[config.mk]
export PLATFORM = sky130hd
export DESIGN_NAME = lui_op_extract
export DESIGN_NICKNAME = d
export VERILOG_FILES = /design/src/rtl/lui_op_extract.sv
export SDC_FILE = /design/constraint.sdc
export NUM_CORES = 1
export LEC_CHECK = 0
export ABC_AREA = 1
export ABC_CLOCK_PERIOD_IN_PS = 3700
export CORE_MARGIN = 2
export CORE_UTILIZATION = 50
export CTS_BUF_LIST = sky130_fd_sc_hd__clkbuf_8
export DETAILED_ROUTE_END_ITERATION = 10
export HOLD_SLACK_MARGIN = 0.03
export PLACE_DENSITY = 0.75
export SKIP_LAST_GASP = 1
export SLEW_MARGIN = 20
export SYNTH_ARGS = -nofsm -noshare
export SYNTH_HDL_FRONTEND = slang
export SYNTH_SLANG_ARGS = --single-unit
[constraint.sdc]
create_clock -name clk -period 3.7 [get_ports clk]
set_clock_uncertainty 0.05 [all_clocks]
set_input_delay 0.37 -clock clk [delete_from_list [all_inputs] [get_ports clk]]
set_output_delay 0.37 -clock clk [all_outputs]
set_load 0.005 [all_outputs]
[src/rtl/lui_op_extract.sv]
// lui_op_extract: filters an RV32 instruction stream down to LUI words and
// queues each one's {rd, U-immediate} pair for the disassembly display stage.
// Non-LUI words are consumed and only counted. All state is synchronous to
// clk with an active-high synchronous reset.
module lui_op_extract #(
  parameter int DEPTH = 4,
  parameter int CNT_W = 16
) (
  input  logic             clk,
  input  logic             rst,
  input  logic             flush,
  input  logic             in_valid,
  output logic             in_ready,
  input  logic [31:0]      in_insn,
  output logic             out_valid,
  input  logic             out_ready,
  output logic [4:0]       out_op,
  output logic [19:0]      out_imm,
  output logic [CNT_W-1:0] lui_count,
  output logic [CNT_W-1:0] drop_count
);

  localparam int PW = $clog2(DEPTH);
  localparam int OW = PW + 1;
  localparam logic [6:0] LuiOpcode = 7'b0110111;

  logic [24:0]      mem_q [DEPTH];
  logic [PW-1:0]    wrPtr_q, wrPtr_d;
  logic [PW-1:0]    rdPtr_q, rdPtr_d;
  logic [OW-1:0]    occ_q, occ_d;
  logic [CNT_W-1:0] luiCnt_q, luiCnt_d;
  logic [CNT_W-1:0] dropCnt_q, dropCnt_d;

  logic full;
  logic empty;
  logic accept;
  logic isLui;
  logic push;
  logic pop;

  // Handshake decode: readiness comes only from registered occupancy plus
  // flush/rst, so a same-cycle pop never re-opens the input.
  always_comb begin
    full      = (occ_q == OW'(DEPTH));
    empty     = (occ_q == '0);
    in_ready  = !full && !flush && !rst;
    accept    = in_valid && in_ready;
    isLui     = (in_insn[6:0] == LuiOpcode);
    push      = accept && isLui;
    out_valid = !empty;
    pop       = out_valid && out_ready && !flush && !rst;
  end

  // Head entry presentation; fields read as zero whenever the FIFO is empty.
  always_comb begin
    out_op     = '0;
    out_imm    = '0;
    lui_count  = luiCnt_q;
    drop_count = dropCnt_q;
    if (!empty) begin
      out_op  = mem_q[rdPtr_q][24:20];
      out_imm = mem_q[rdPtr_q][19:0];
    end
  end

  // Next-state for pointers, occupancy and the saturating statistics counters.
  always_comb begin
    wrPtr_d   = wrPtr_q;
    rdPtr_d   = rdPtr_q;
    occ_d     = occ_q;
    luiCnt_d  = luiCnt_q;
    dropCnt_d = dropCnt_q;

    if (push) begin
      wrPtr_d = wrPtr_q + PW'(1);
    end
    if (pop) begin
      rdPtr_d = rdPtr_q + PW'(1);
    end

    case ({push, pop})
      2'b10:   occ_d = occ_q + OW'(1);
      2'b01:   occ_d = occ_q - OW'(1);
      default: occ_d = occ_q;
    endcase

    if (accept) begin
      if (isLui) begin
        if (luiCnt_q != '1) begin
          luiCnt_d = luiCnt_q + CNT_W'(1);
        end
      end else begin
        if (dropCnt_q != '1) begin
          dropCnt_d = dropCnt_q + CNT_W'(1);
        end
      end
    end

    if (flush) begin
      wrPtr_d = '0;
      rdPtr_d = '0;
      occ_d   = '0;
    end
  end

  // Control state register; reset clears the FIFO and both counters.
  always_ff @(posedge clk) begin
    if (rst) begin
      wrPtr_q   <= '0;
      rdPtr_q   <= '0;
      occ_q     <= '0;
      luiCnt_q  <= '0;
      dropCnt_q <= '0;
    end else begin
      wrPtr_q   <= wrPtr_d;
      rdPtr_q   <= rdPtr_d;
      occ_q     <= occ_d;
      luiCnt_q  <= luiCnt_d;
      dropCnt_q <= dropCnt_d;
    end
  end

  // Entry storage; contents need no reset because occupancy gates visibility.
  always_ff @(posedge clk) begin
    if (push) begin
      mem_q[wrPtr_q] <= {in_insn[11:7], in_insn[31:12]};
    end
  end

endmodule

==> flow_summary.html <==
<table>
<tr><th>Metric</th><th>Value</th></tr>
<tr><th colspan="2">Die</th></tr>
<tr><td>Core footprint</td><td>between 10000 and 15000 sq um</td></tr>
<tr><td>Die outline width</td><td>116 um</td></tr>
<tr><td>Site Rows</td><td>41</td></tr>
<tr><td>Initial standard-cell utilization of the core</td><td>50.6%</td></tr>
<tr><td>Area enclosed by the die boundary</td><td>about 14000 sq um</td></tr>
<tr><td>Floorplan die height</td><td>116 um</td></tr>
<tr><td>Number of top-level design ports</td><td>between 90 and 100</td></tr>
<tr><th colspan="2">Clock network</th></tr>
<tr><td>Clock tree root driver cell</td><td>clkbuf_8</td></tr>
<tr><td>Post-cts hold buffer count</td><td>0</td></tr>
<tr><td>Clock Tree Buf Depth</td><td>2</td></tr>
<tr><td>CTS tree</td><td>done</td></tr>
<tr><td>Setup Buffers After CTS</td><td>0</td></tr>
<tr><td>Clk_lat worst skew</td><td>roughly 440 ps</td></tr>
<tr><td>Worst-path clk slew</td><td>approximately 60 ps</td></tr>
<tr><td>Cts bufs inserted</td><td>17</td></tr>
<tr><td>H-tree depth reported by CTS</td><td>4</td></tr>
<tr><td>Number of clock sinks seen by CTS</td><td>141</td></tr>
<tr><td>Total of cells resized after clock tree synthesis</td><td>0</td></tr>
<tr><th colspan="2">GRT</th></tr>
<tr><td>Number of global-route vias before repair</td><td>between 4000 and 5000</td></tr>
<tr><td>Final global-route overflow total</td><td>0</td></tr>
<tr><td>Initial antenna violation count</td><td>0</td></tr>
<tr><td>Maximum number of pins on one net before global-route repair</td><td>51</td></tr>
<tr><td>Global-route wire length before repair</td><td>22600 um</td></tr>
<tr><td>Total routing resource utilization after global routing</td><td>21.7%</td></tr>
<tr><th colspan="2">Timing</th></tr>
<tr><td>Final worst path period share</td><td>90.4%</td></tr>
<tr><td>Transition time at the pin with the least slew margin</td><td>846 ps</td></tr>
<tr><td>Final total negative setup slack</td><td>0 ps</td></tr>
<tr><td>Worst rel slew slack</td><td>43.3%</td></tr>
<tr><td>Final min period</td><td>~3300 ps</td></tr>
<tr><td>Setup-violating endpoint count in the final report</td><td>0</td></tr>
<tr><td>Setup repair after global routing missed its margin</td><td>no</td></tr>
<tr><td>Upper clock frequency limit</td><td>299 MHz</td></tr>
<tr><td>Pins Over Slew Limit</td><td>0</td></tr>
<tr><td>Count of final hold-check violations</td><td>0</td></tr>
<tr><td>Worst hold slack across all endpoints</td><td>428 ps</td></tr>
<tr><th colspan="2">Logic synthesis</th></tr>
<tr><td>Synth area leader</td><td>edfxtp_1</td></tr>
<tr><td>Number of warnings printed during yosys synthesis</td><td>0</td></tr>
<tr><td>Sequential fraction of the synthesis area</td><td>60.6%</td></tr>
<tr><td>Number of storage elements in the synthesis netlist</td><td>141</td></tr>
<tr><td>Syn Std Cell Area</td><td>around 6300 sq um</td></tr>
<tr><td>Post-Syn Instances</td><td>685</td></tr>
<tr><td>Avg Cell Area, Syn</td><td>9.20 sq um</td></tr>
<tr><td>Number of distinct library cells after synthesis</td><td>26</td></tr>
<tr><td>Area fraction of the dominant cell type after synthesis</td><td>47.6%</td></tr>
<tr><td>Cell types occupying the most area after synthesis</td><td>edfxtp_1 (48%), dfxtp_1 (13%), nor2_1 (9.0%)</td></tr>
<tr><td>Post-Syn Nets</td><td>730</td></tr>
<tr><th colspan="2">Placed design</th></tr>
<tr><td>Total placed cells including tap cells</td><td>about 940</td></tr>
<tr><td>Global placement routability congestion</td><td>0.872</td></tr>
<tr><td>Input/output buffers</td><td>95</td></tr>
<tr><td>HPWL after DPL</td><td>around 9000 um</td></tr>
<tr><th colspan="2">Final layout</th></tr>
<tr><td>Final design utilization</td><td>a little over three fifths</td></tr>
<tr><td>Fin cells</td><td>970</td></tr>
<tr><td>Count of nets after finishing</td><td>830</td></tr>
<tr><td>Antenna cells</td><td>0</td></tr>
<tr><td>Most common library cell in the layout ignoring fill and taps</td><td>nor2_1</td></tr>
<tr><td>Top library cells by usage in the layout, fill and taps aside</td><td>nor2_1 (147), nand2_1 (123), edfxtp_1 (100)</td></tr>
<tr><td>Layout overhead on the synthesized area</td><td>24.5%</td></tr>
<tr><td>Fill cell instance count of the final layout</td><td>1061</td></tr>
<tr><td>Fraction of layout cells with a size suffix above 1</td><td>7.39%</td></tr>
<tr><th colspan="2">Outcome</th></tr>
<tr><td>Run status</td><td>complete, no violations</td></tr>
<tr><th colspan="2">Pwr</th></tr>
<tr><td>Reg power frac</td><td>56.5%</td></tr>
<tr><td>Proportion of power drawn by combinational gates</td><td>2.7%</td></tr>
<tr><td>Leakage power summed over all cells</td><td>2.66 nW</td></tr>
<tr><td>Peak supply drop</td><td>0.205 mV</td></tr>
<tr><td>Power spent charging and discharging nets</td><td>0.577 mW</td></tr>
<tr><td>Cell-internal power</td><td>2.41 mW</td></tr>
<tr><td>Power density over cell area</td><td>approximately 380 nW/um^2</td></tr>
<tr><td>Share of total power in the clock network</td><td>40.9%</td></tr>
<tr><td>Proportion of total power due to net switching</td><td>about a fifth</td></tr>
<tr><th colspan="2">Drt</th></tr>
<tr><td>Initial drt markers</td><td>between 300 and 400</td></tr>
<tr><td>Average detailed-routed wire length per instance</td><td>roughly 14 um</td></tr>
<tr><td>Number of design rule violations left after detail routing</td><td>0</td></tr>
<tr><td>Average via count per standard cell</td><td>5.15</td></tr>
<tr><td>Routed WL</td><td>13900 um</td></tr>
<tr><td>First drt pass iteration count</td><td>4</td></tr>
<tr><td>Remaining antenna violation count after routing</td><td>0</td></tr>
<tr><td>Detailed-route via count</td><td>4995</td></tr>
<tr><th colspan="2">Critical path</th></tr>
<tr><td>Crit Path Max Fanout</td><td>26</td></tr>
<tr><td>Crit path launch type</td><td>flop</td></tr>
<tr><td>CP Capture Type</td><td>output port</td></tr>
<tr><td>Category of the critical setup timing path</td><td>reg2out</td></tr>
<tr><td>Critical Path AT</td><td>2920 ps</td></tr>
<tr><td>Data required, critical path</td><td>3280 ps</td></tr>
<tr><th colspan="2">Min path</th></tr>
<tr><td>Worst hold path class</td><td>reg2reg</td></tr>
<tr><th colspan="2">Job</th></tr>
<tr><td>Max-cap viol count</td><td>0</td></tr>
</table>
==> layout make-up <==
type / instances / area (sq um) / area share [%]
sequential: 141 / 3820 / 48.7
multi-input combinational: 473 / 2210 / 28.2
timing repair buffer: 104 / 1020 / 13.0
clock buffer: 19 / 262 / 3.33
tap: 172 / 215 / 2.74
inverter: 48 / 180 / 2.30
clock inverter: 13 / 134 / 1.71
==> cells by family (layout without fill, tap and decap cells) <==
family	after synthesis	after routing	share of synthesized area (%)
simple gates	329	329	21.9
flops	141	141	60.6
buf+inv	71	184	4.48
compound gates	128	128	10.2
xor+xnor	8	8	1.11
fa+ha+maj	8	8	1.71
==> flip-flops by register name, indices dropped and copies added, names as in the netlist, named ones only <==
| register | flops |
|---|---|
| lui_count | 16 |
| occ_q | 3 |
| rdPtr_q | 2 |
| wrPtr_q | 2 |
| drop_count | 16 |
| mem_q | 100 |
==> power groups by stage <==
stage | clock, mW | sequential (mW) | combinational, mW
after floorplan | 0 | 1.72 | 0.0185
final | 1.22 | 1.69 | 0.0797
after global routing | 1.32 | 1.69 | 0.0863
after detailed placement | 0 | 1.72 | 0.0798
after global placement | 0 | 1.72 | 0.0771
after CTS | 1.25 | 1.69 | 0.0802
==> critical path: stages (launching register included) <==
cell and delay, ps:
dfxtp_1 310, buf_4 280, clkinv_1 750, nor2_1 280, o21ai_0 130, a21oi_1 200, clkdlybuf4s50_1 530
==> worst paths after layout <==
check / startpoint / cells after the start / slack (ps) / end
max: flop / 6 / 360 / out_imm[7]
min: rdPtr_q[1] / 2 / 430 / rdPtr_q[1]
max reg2reg: occ_q[0] / 12 / 1320 / occ_q[2]
min reg2reg: rdPtr_q[1] / 2 / 430 / rdPtr_q[1]
==> stage by stage <==
stage | setup WS (ps) | instance area (sq um) | power [mW]
2_1_floorplan | 1270 | 6300 | 1.74
3_3_place_gp | 885 | 7450 | 1.80
3_5_place_dp | 808 | 7450 | 1.80
4_1_cts | 319 | 7850 | 3.02
5_1_grt | 129 | 7850 | 3.09
6_report | 356 | 7850 | 2.99
==> routing by layer <==
metal / track usage [%] / part of all wire [%]
met1: 27.4 / 44
met4: 9.29 / 1.7
met2: 35.9 / 49
met5: 0 / 0
met3: 5.09 / 5.9
==> Yosys cell counts <==
cell	instances
o21ai_0	68
xor2_1	4
nor3_2	1
nand3_1	27
inv_1	45
nor2_1	151
fa_1	1
nor2_4	3
nand3b_1	3
nand4_1	8
nand3_2	2
buf_6	2
nor2_2	5
inv_2	2
nand2_1	123
a21oi_1	60
clkinv_1	1
ha_1	7
nor3b_1	1
xnor2_1	4
edfxtp_1	100
nand2_2	3
buf_2	1
clkbuf_1	20
dfxtp_1	41
nand2_4	2
Power figures use the tool's default switching activity.
